--- config.mk ---
export PLATFORM = sky130hd
export DESIGN_NAME = backprop_node_for_input_layer
export DESIGN_NICKNAME = d
export VERILOG_FILES = /design/src/rtl/backprop_node_for_input_layer.sv
export SDC_FILE = /design/constraint.sdc
export NUM_CORES = 2
export LEC_CHECK = 0
export CAP_MARGIN = 20
export CORE_ASPECT_RATIO = 0.75
export CORE_MARGIN = 10
export CORE_UTILIZATION = 55
export DETAILED_ROUTE_END_ITERATION = 10
export PLACE_DENSITY = 0.73
export SLEW_MARGIN = 40
export SYNTH_ARGS = -nofsm -noshare
export SYNTH_HDL_FRONTEND = slang
export SYNTH_SLANG_ARGS = --single-unit
--- constraint.sdc ---
create_clock -name clk -period 17.8 [get_ports clk]
set_clock_uncertainty 0.1 [all_clocks]
set_input_delay 5.34 -clock clk [delete_from_list [all_inputs] [get_ports clk]]
set_output_delay 5.34 -clock clk [all_outputs]
set_load 0.02 [all_outputs]
--- src/rtl/backprop_node_for_input_layer.sv ---
// backprop_node_for_input_layer
//
// Backward-pass node for one input-layer neuron. It collects the three input samples
// x[0..2] and then accepts the error term (delta) together with the stored pre-activation
// sum z. When LeakyReLU is enabled and z is negative (sign bit set, so -0.0 counts), delta
// is first scaled by ALPHA. The node then emits grad_k = delta_local * x[k] for k = 0..2.
// One FP32 multiplier with a 7-cycle latency is shared between the scaling and the
// gradient products.
//
// Ports:
//   clk            clock, all logic on the rising edge
//   rst            synchronous active-high reset
//   i_data_valid   qualifies i_data (one sample per pulse, k = 0, 1, 2)
//   i_data         input sample x_k
//   i_delta_valid  qualifies i_delta and i_z
//   i_delta        error term from the next layer
//   i_z            pre-activation sum from the forward node
//   o_ready        high when a sample or delta can be accepted
//   o_grad         weight gradient
//   o_index        k of the current o_grad
//   o_valid        qualifies o_grad / o_index
//   o_done         pulses together with the last gradient (k = 2)

module backprop_node_for_input_layer #(
  parameter int unsigned           DATA_WIDTH       = 32,
  parameter bit                    LEAKYRELU_ENABLE = 1'b1,
  parameter logic [DATA_WIDTH-1:0] ALPHA            = 32'h3DCCCCCD
) (
  input  logic                  clk,
  input  logic                  rst,
  input  logic                  i_data_valid,
  input  logic [DATA_WIDTH-1:0] i_data,
  input  logic                  i_delta_valid,
  input  logic [DATA_WIDTH-1:0] i_delta,
  input  logic [DATA_WIDTH-1:0] i_z,
  output logic                  o_ready,
  output logic [DATA_WIDTH-1:0] o_grad,
  output logic [1:0]            o_index,
  output logic                  o_valid,
  output logic                  o_done
);

  typedef enum logic [2:0] {
    StCollect,
    StWaitDelta,
    StScale,
    StScaleWait,
    StIssue,
    StDrain
  } state_e;

  state_e                state_q, state_d;
  logic [1:0]            cnt_q, cnt_d;
  logic [1:0]            issue_cnt_q, issue_cnt_d;
  logic [1:0]            out_cnt_q, out_cnt_d;
  logic [DATA_WIDTH-1:0] x_q [3];
  logic                  x_we;
  logic [DATA_WIDTH-1:0] delta_q, delta_d;
  logic [DATA_WIDTH-1:0] delta_local_q, delta_local_d;
  logic [DATA_WIDTH-1:0] grad_q, grad_d;
  logic [1:0]            index_q, index_d;
  logic                  valid_q, valid_d;
  logic                  done_q, done_d;

  // Shared multiplier interface
  logic                  mul_in_valid;
  logic [DATA_WIDTH-1:0] mul_a, mul_b;
  logic                  mul_valid_out;
  logic [DATA_WIDTH-1:0] mul_result;
  logic                  mul_rst_n;

  assign mul_rst_n = ~rst;

  // ---------------------------------------------------------------------------------------
  // Control FSM
  // ---------------------------------------------------------------------------------------
  always_comb begin
    state_d       = state_q;
    cnt_d         = cnt_q;
    issue_cnt_d   = issue_cnt_q;
    x_we          = 1'b0;
    delta_d       = delta_q;
    delta_local_d = delta_local_q;
    mul_in_valid  = 1'b0;
    mul_a         = delta_local_q;
    unique case (issue_cnt_q)
      2'd0:    mul_b = x_q[0];
      2'd1:    mul_b = x_q[1];
      default: mul_b = x_q[2];
    endcase

    unique case (state_q)
      StCollect: begin
        if (i_data_valid) begin
          x_we = 1'b1;
          if (cnt_q == 2'd2) begin
            cnt_d   = 2'd0;
            state_d = StWaitDelta;
          end else begin
            cnt_d = cnt_q + 2'd1;
          end
        end
      end
      StWaitDelta: begin
        if (i_delta_valid) begin
          delta_d = i_delta;
          // Sign bit only: -0.0 takes the scaled path.
          if (LEAKYRELU_ENABLE && i_z[DATA_WIDTH-1]) begin
            state_d = StScale;
          end else begin
            delta_local_d = i_delta;
            issue_cnt_d   = 2'd0;
            state_d       = StIssue;
          end
        end
      end
      StScale: begin
        mul_in_valid = 1'b1;
        mul_a        = delta_q;
        mul_b        = ALPHA;
        state_d      = StScaleWait;
      end
      StScaleWait: begin
        if (mul_valid_out) begin
          delta_local_d = mul_result;
          issue_cnt_d   = 2'd0;
          state_d       = StIssue;
        end
      end
      StIssue: begin
        mul_in_valid = 1'b1;
        if (issue_cnt_q == 2'd2) begin
          issue_cnt_d = 2'd0;
          state_d     = StDrain;
        end else begin
          issue_cnt_d = issue_cnt_q + 2'd1;
        end
      end
      StDrain: begin
        // Leave one cycle after the last gradient has been presented.
        if (done_q) begin
          cnt_d   = 2'd0;
          state_d = StCollect;
        end
      end
      default: begin
        cnt_d   = 2'd0;
        state_d = StCollect;
      end
    endcase
  end

  // Output register next-state
  always_comb begin
    grad_d    = grad_q;
    index_d   = index_q;
    valid_d   = 1'b0;
    done_d    = 1'b0;
    out_cnt_d = out_cnt_q;
    if (state_q == StIssue) begin
      out_cnt_d = 2'd0;
    end else if (state_q == StDrain && mul_valid_out) begin
      grad_d    = mul_result;
      index_d   = out_cnt_q;
      valid_d   = 1'b1;
      done_d    = (out_cnt_q == 2'd2);
      out_cnt_d = out_cnt_q + 2'd1;
    end
  end

  always_ff @(posedge clk) begin
    if (rst) begin
      state_q     <= StCollect;
      cnt_q       <= 2'd0;
      issue_cnt_q <= 2'd0;
      out_cnt_q   <= 2'd0;
      grad_q      <= '0;
      index_q     <= 2'd0;
      valid_q     <= 1'b0;
      done_q      <= 1'b0;
    end else begin
      state_q     <= state_d;
      cnt_q       <= cnt_d;
      issue_cnt_q <= issue_cnt_d;
      out_cnt_q   <= out_cnt_d;
      grad_q      <= grad_d;
      index_q     <= index_d;
      valid_q     <= valid_d;
      done_q      <= done_d;
    end
  end

  // Operand storage is not reset; it is always rewritten before use.
  always_ff @(posedge clk) begin
    if (!rst) begin
      for (int k = 0; k < 3; k++) begin
        if (x_we && cnt_q == k[1:0]) begin
          x_q[k] <= i_data;
        end
      end
      delta_q       <= delta_d;
      delta_local_q <= delta_local_d;
    end
  end

  assign o_ready = (state_q == StCollect) || (state_q == StWaitDelta);
  assign o_grad  = grad_q;
  assign o_index = index_q;
  assign o_valid = valid_q;
  assign o_done  = done_q;

  // ---------------------------------------------------------------------------------------
  // FP32 multiplier, 7-cycle latency: operands in cycle c, result and valid in c+7.
  // Stage 1 registers operands, stage 2 forms the mantissa product, stage 3 normalises and
  // rounds (nearest-even), then four delay stages. Denormal inputs are treated as zero and
  // underflowing results flush to zero.
  // ---------------------------------------------------------------------------------------
  localparam int unsigned MulDelay = 4;

  typedef enum logic [1:0] {
    ClsNorm,
    ClsZero,
    ClsInf,
    ClsNan
  } cls_e;

  logic [6:0]            vld_q;
  logic [31:0]           m1_a_q, m1_b_q;
  logic                  m2_sign_q, m2_sign_d;
  logic [47:0]           m2_prod_q, m2_prod_d;
  logic signed [9:0]     m2_exp_q, m2_exp_d;
  cls_e                  m2_cls_q, m2_cls_d;
  logic [31:0]           m3_res_q, m3_res_d;
  logic [31:0]           dly_q [MulDelay];

  always_ff @(posedge clk) begin
    if (!mul_rst_n) begin
      vld_q <= '0;
    end else begin
      vld_q <= {vld_q[5:0], mul_in_valid};
    end
  end

  // Stage 2: unpack, classify, multiply mantissas
  always_comb begin
    logic       a_zero, b_zero, a_inf, b_inf, a_nan, b_nan;
    logic [7:0] ea, eb;
    ea        = m1_a_q[30:23];
    eb        = m1_b_q[30:23];
    a_zero    = (ea == 8'd0);
    b_zero    = (eb == 8'd0);
    a_inf     = (ea == 8'hFF) && (m1_a_q[22:0] == 23'd0);
    b_inf     = (eb == 8'hFF) && (m1_b_q[22:0] == 23'd0);
    a_nan     = (ea == 8'hFF) && (m1_a_q[22:0] != 23'd0);
    b_nan     = (eb == 8'hFF) && (m1_b_q[22:0] != 23'd0);
    m2_sign_d = m1_a_q[31] ^ m1_b_q[31];
    m2_prod_d = {24'd0, 1'b1, m1_a_q[22:0]} * {24'd0, 1'b1, m1_b_q[22:0]};
    m2_exp_d  = $signed({2'b00, ea}) + $signed({2'b00, eb}) - 10'sd127;
    if (a_nan || b_nan || (a_inf && b_zero) || (b_inf && a_zero)) begin
      m2_cls_d = ClsNan;
    end else if (a_inf || b_inf) begin
      m2_cls_d = ClsInf;
    end else if (a_zero || b_zero) begin
      m2_cls_d = ClsZero;
    end else begin
      m2_cls_d = ClsNorm;
    end
  end

  // Stage 3: normalise, round to nearest even, range check
  always_comb begin
    logic signed [9:0] e_norm, e_fin;
    logic [22:0]       mant;
    logic              guard, sticky, rnd;
    logic [23:0]       mant_r;
    if (m2_prod_q[47]) begin
      mant   = m2_prod_q[46:24];
      guard  = m2_prod_q[23];
      sticky = |m2_prod_q[22:0];
      e_norm = m2_exp_q + 10'sd1;
    end else begin
      mant   = m2_prod_q[45:23];
      guard  = m2_prod_q[22];
      sticky = |m2_prod_q[21:0];
      e_norm = m2_exp_q;
    end
    rnd    = guard & (sticky | mant[0]);
    mant_r = {1'b0, mant} + {23'd0, rnd};
    // A rounding carry leaves the fraction at zero and bumps the exponent.
    e_fin  = e_norm + $signed({9'd0, mant_r[23]});
    unique case (m2_cls_q)
      ClsNan:  m3_res_d = {1'b0, 8'hFF, 23'h400000};
      ClsInf:  m3_res_d = {m2_sign_q, 8'hFF, 23'd0};
      ClsZero: m3_res_d = {m2_sign_q, 31'd0};
      default: begin
        if (e_fin >= 10'sd255) begin
          m3_res_d = {m2_sign_q, 8'hFF, 23'd0};
        end else if (e_fin <= 10'sd0) begin
          m3_res_d = {m2_sign_q, 31'd0};
        end else begin
          m3_res_d = {m2_sign_q, e_fin[7:0], mant_r[22:0]};
        end
      end
    endcase
  end

  always_ff @(posedge clk) begin
    m1_a_q    <= mul_a[31:0];
    m1_b_q    <= mul_b[31:0];
    m2_sign_q <= m2_sign_d;
    m2_prod_q <= m2_prod_d;
    m2_exp_q  <= m2_exp_d;
    m2_cls_q  <= m2_cls_d;
    m3_res_q  <= m3_res_d;
    dly_q[0]  <= m3_res_q;
    for (int i = 1; i < MulDelay; i++) begin
      dly_q[i] <= dly_q[i-1];
    end
  end

  assign mul_valid_out = vld_q[6];
  assign mul_result    = DATA_WIDTH'(dly_q[MulDelay-1]);

endmodule

# [Word-level counts from Yosys, hierarchy flattened]
# Memory sizes are Yosys's and may differ from the RTL's.
# Cells that the tools add are included.
[word_totals] elab_cells=154 out_inout_bits=37 n_memories=2 ram_bits=224 register_bits=273 in_bits=100
[memory_table] memory="dly_q" depth=4 word_bits=32 rd=4 rd_clocked_by_memory_dff=0 write_ports=4 line="234" source="logic [31:0] dly_q [MulDelay];"
[memory_table] memory="x_q" depth=3 word_bits=32 rd=3 rd_clocked_by_memory_dff=0 write_ports=1 line="56" source="logic [DATA_WIDTH-1:0] x_q [3];"
[classes] n_bitwise=7 reduce_logical=42 n_eq_ne=22 muxes=51 addsub=8 multipliers=1 n_lt_le_gt_ge=2
[ops] op="32-bit two-way mux" count=6
[ops] op="32-bit case mux with 2 select lines" count=2
[ops] op="32-bit case mux with 3 select lines" count=1
[ops] op="32-bit OR reduction" count=2
[ops] op="31-bit two-way mux" count=2
[ops] op="24-bit by 24-bit multiplier with 48-bit output" count=1
[ops] op="23-bit logical NOT" count=2
[ops] op="23-bit nonzero test" count=2
[ops] op="23-bit by 1-bit adder with 24-bit output" count=1
[ops] op="23-bit two-way mux" count=1
[ops] op="23-bit OR reduction" count=1
[ops] op="22-bit OR reduction" count=1
[ops] op="3-bit two-way mux" count=7
[ops] op="1-bit two-way mux" count=19
[ops] op="2-bit two-way mux" count=9
[ops] op="3-bit case mux with 6 select lines" count=1
[ops] op="8-bit == test (second input constant)" count=2
[ops] op="8-bit logical NOT" count=2
[ops] op="2-bit inequality test (second input constant)" count=7
[ops] op="2-bit case mux with 3 select lines" count=2
[ops] op="10-bit by 2-bit adder with 10-bit output" count=1
[ops] op="10-bit by 2-bit adder with 10-bit output (second input constant)" count=1
[ops] op="2-bit == test (second input constant)" count=5
[ops] op="10-bit by 9-bit greater-or-equal comparator with 1-bit output (second input constant)" count=1
[ops] op="other kinds (27)" count=54

# [Longest topological paths before layout]
[logic_depth] ltp_word=10 mapped_depth=26 depth_no_buf=24

# [Worst setup path before layout]
# OpenSTA, ideal clock, no wires.
[synth_path] path_kind="input to register" start="in rst" end="mem x_q[1][0], in the netlist x_q[0][32] (enable)" arrival_time_ps=8184 path_stages=4 slack_ps=9045 setup_ps=470 required_time_ps=17230 path_cell_list="clkbuf_1 > nor2_1 > nand3_1 > nor3b_1"
[synth_via] elab_chain_cells=5 word_cells_on_any_way=12 cone_classes="mux: 10; reduce/logical: 2"
[synth_rtl] element="start, declared" line="30" source="input logic rst,"
[synth_rtl] element="1-bit two-way mux" line="195" source="if (!rst) begin"
[synth_rtl] element="1-bit two-way mux (not written as such)" line="198" source="x_q[k] <= i_data;"
[synth_rtl] element="32-bit OR reduction (no line)"
[synth_rtl] element="2-bit two-way mux (no line) / 1-bit two-way mux (equally long branches) (2 in series)"
[synth_rtl] element="end, declared" line="56"
# Parallel ways exist; a longest one is shown, timed or not.

# [Final worst setup path]
[layout_path] start="reg m1_b_q[8]" end="reg m2_prod_q[47]"
[layout_via] elab_chain_cells=1
[layout_rtl] element="start, declared" line="228" source="logic [31:0] m1_a_q, m1_b_q;"
[layout_rtl] element="start signal, assigned" line="309" source="m1_b_q <= mul_b[31:0];"
[layout_rtl] element="24-bit by 24-bit multiplier with 48-bit output" line="257" source="m2_prod_d = {24'd0, 1'b1, m1_a_q[22:0]} * {24'd0, 1'b1, m1_b_q[22:0]};"
[layout_rtl] element="via m2_prod_d[47]" line="230" source="logic [47:0] m2_prod_q, m2_prod_d;"
[layout_rtl] element="end signal, assigned" line="311" source="m2_prod_q <= m2_prod_d;"
[layout_rtl] element="end, declared" line="230"
# The timed path passes the listed nets, and every way through them passes these cells.
# A chain may end at the register's enable or synchronous reset.

==> results.ini <==
[status]
status=finished, final reports clean

[placed_design]
dp_hpwl_um=60000
placed_area_mm2=0.0372
dp.cells=4327
numPortBuffers=105
gp_congestion=0.930

[yosys]
synthSimpleGateAreaFrac_pct=14.3
synth-edff-count=160
synth_fa_ha_area_share_pct=34.3
yosysUniqueCellTypes=70
synth_mux_area_share_pct=3.15
syn-num-nets=4245
synth_seq_area_share_pct=32.8
synth_top_family_by_area=adder cells
syn_area_mm2=0.0352
ys_ff_latch=497
yosys.area_share.xor_xnor_pct=2.39
synth-async-reset-ratio_pct=0
synthFlopType=dfxtp_1
syn-instance-count=3469
yosys_warnings=0
synth_compound_area_share_pct=4.81
avgSynthCellArea_um2=10.2

[clock_tree]
insertion_delay_ns=0.57
cts.clk_slew.worst_paths_ns=0.07
cts_tree=built
cts_buffers=43
clock_sinks=497
cts_resized=0
cts.path.max_buffers=3
clockRootBuffer=clkbuf_16
h-tree-depth=2
cts_setup_buffers=0
cts-hold-fix-buffers=0

[timing]
setup_viol=0
fmax_mhz=126
fin_hold_ws_ns=0.213
slew_headroom_pct=41.3
maxSlewViolCount=0
fin_tns_setup_ns=0
hold_viol_final=0
finalCritPeriodShare_pct=44.6
worstMarginPinSlew_ns=0.881
grt_setup_unrepaired=no
finalCriticalPeriod_ns=7.94

[hold_path]
hold_path_class=register to register

[critical_path]
cp.arrival_ns=8.29
critPathTopFamily=adder cells
cp_slowest_cell=a311oi_1
cp.required_ns=18.14
cpPeakStageDelay_ns=0.68
crit_path_start_kind=register
cpMostUsedCell=fa_1
cp_max_fo=18
path_buf_inv=8
critPathKind=register to register
worstSetupEndpointType=register

[die]
io_pins=137
die_area_mm2=0.0747
row_count=80
coreArea_mm2=0.0636
initial_core_util_pct=55.4
die_h_um=239
die_w_um=312

[global_route]
grt.total_usage_pct=22.9
grt_pass1_vias=24289
grt_first_pass_wirelength_um=135000
grt_max_degree=62
antenna_found_initial=7
grt-ovfl-total=0

[cells_and_area]
drive_gt1_share_pct=6.15
regArea_mm2=0.0116
mostFrequentLayoutCells=inv_1 (609), nand2_1 (500), fa_1 (483), dfxtp_1 (325), and2_1 (262)
stdcell_count=4407
finalNetCount=4287
area_delta_synth_final_pct=9.77
antenna_cells=0
multiInputGateArea_mm2=0.0208
fill_cells=5222
final_cell_area_mm2=0.0387
layout_commonest_cell=inv_1

[drt]
wl_per_cell_um=19.2
num_vias=23690
vias_per_cell=5.38
drt_pass1_iterations=5
finalWirelength_um=84600
drt_iter0_drc=1937
drc=0
final_antenna_net_count=0

[run]
max-cap-violations=0

-- stage by stage --
stage                     setup slack, ns  utilization, %
after floorplan                      9.05               -
after global placement              10.03            58.4
after detailed placement             10.0            58.5
after CTS                            9.98            60.9
after global routing                 9.60            60.9
final                                9.86            60.9
-- sequential cells by signal, indices dropped and copies added (netlist names), 3 cells and up --
name	cells
x_q	96
m2_exp_q	10
dly_q	128
m3_res_q	32
m2_prod_q	48
o_grad	32
vld_q	7
m1_b_q	32
delta_local_q	32
delta_q	32
m1_a_q	32
state_q	3
-- worst paths after layout --
path,startpoint,endpoint,slack (ns),cells after the start
setup / recovery,m1_b_q[8]$_SDFF_PP0_,m2_prod_q[47]$_DFF_P_,9.86,25
hold / removal,dly_q[2][9]$_DFF_P_,dly_q[3][9]$_DFF_P_,0.21,0
hold reg to reg,dly_q[2][9]$_DFF_P_,dly_q[3][9]$_DFF_P_,0.21,0
setup reg to reg,m1_b_q[8]$_SDFF_PP0_,m2_prod_q[47]$_DFF_P_,9.86,25
-- area by class of cell --
class,instances,share of cell area (%)
multi-input cells,2203,53.8
flip-flops and latches,497,29.9
inverters,612,5.94
repair buffers,154,3.65
clock buffers,54,3.13
well taps,861,2.78
clock inverters,26,0.796
-- worst reg2reg max path, delay by kind of cell (launching register included) --
family	cells	cell delay, ns
compound gates	6	1.88
xor+xnor	1	0.17
fa+ha+maj	8	3.80
buf+inv	8	1.15
flops	1	0.30
simple gates	2	0.44
-- routing by layer --
layer | up-vias | share of wire (%) | GRT usage, %
met5 | - | 0.015 | 0
li1 | 10838 | - | -
met2 | 863 | 44 | 35.2
met1 | 11842 | 45 | 33.2
met3 | 145 | 8.8 | 4.65
met4 | 2 | 2.1 | 5.01
-- synth_stat cells, drive strengths merged, types with 16 or more instances --
cell    instances  area share, %
nand2         502            5.4
inv           609            6.5
nor3           22           0.31
xnor2          62            1.5
nor2b          24           0.43
mux2           55            1.8
o21ai          50           0.71
edfxtp        160             14
nor4           29           0.53
xor2           34           0.85
a21o           18           0.38
nor2          130            1.4
buf            23           0.32
clkbuf        134            1.4
ha            193            6.9
and2          263            4.7
fa            483             27
a211oi         16           0.44
a21oi         117            1.7
nand3          27           0.38
nand4          22           0.39
dfxtp         337             19
mux2i          49            1.4
-- kinds of logic after synthesis --
| group | Yosys count |
|---|---|
| multiplexers | 104 |
| AND/OR/NAND/NOR | 1058 |
| buffers and inverters | 769 |
| flip-flops | 497 |
| adder cells (fa/ha/maj) | 676 |
| AO/OA/AOI/OAI | 269 |
| XOR/XNOR | 96 |
Power is left out: the tool's default activity adds up to more than one toggle a clock period on the data nets, which glitch-free logic cannot reach.
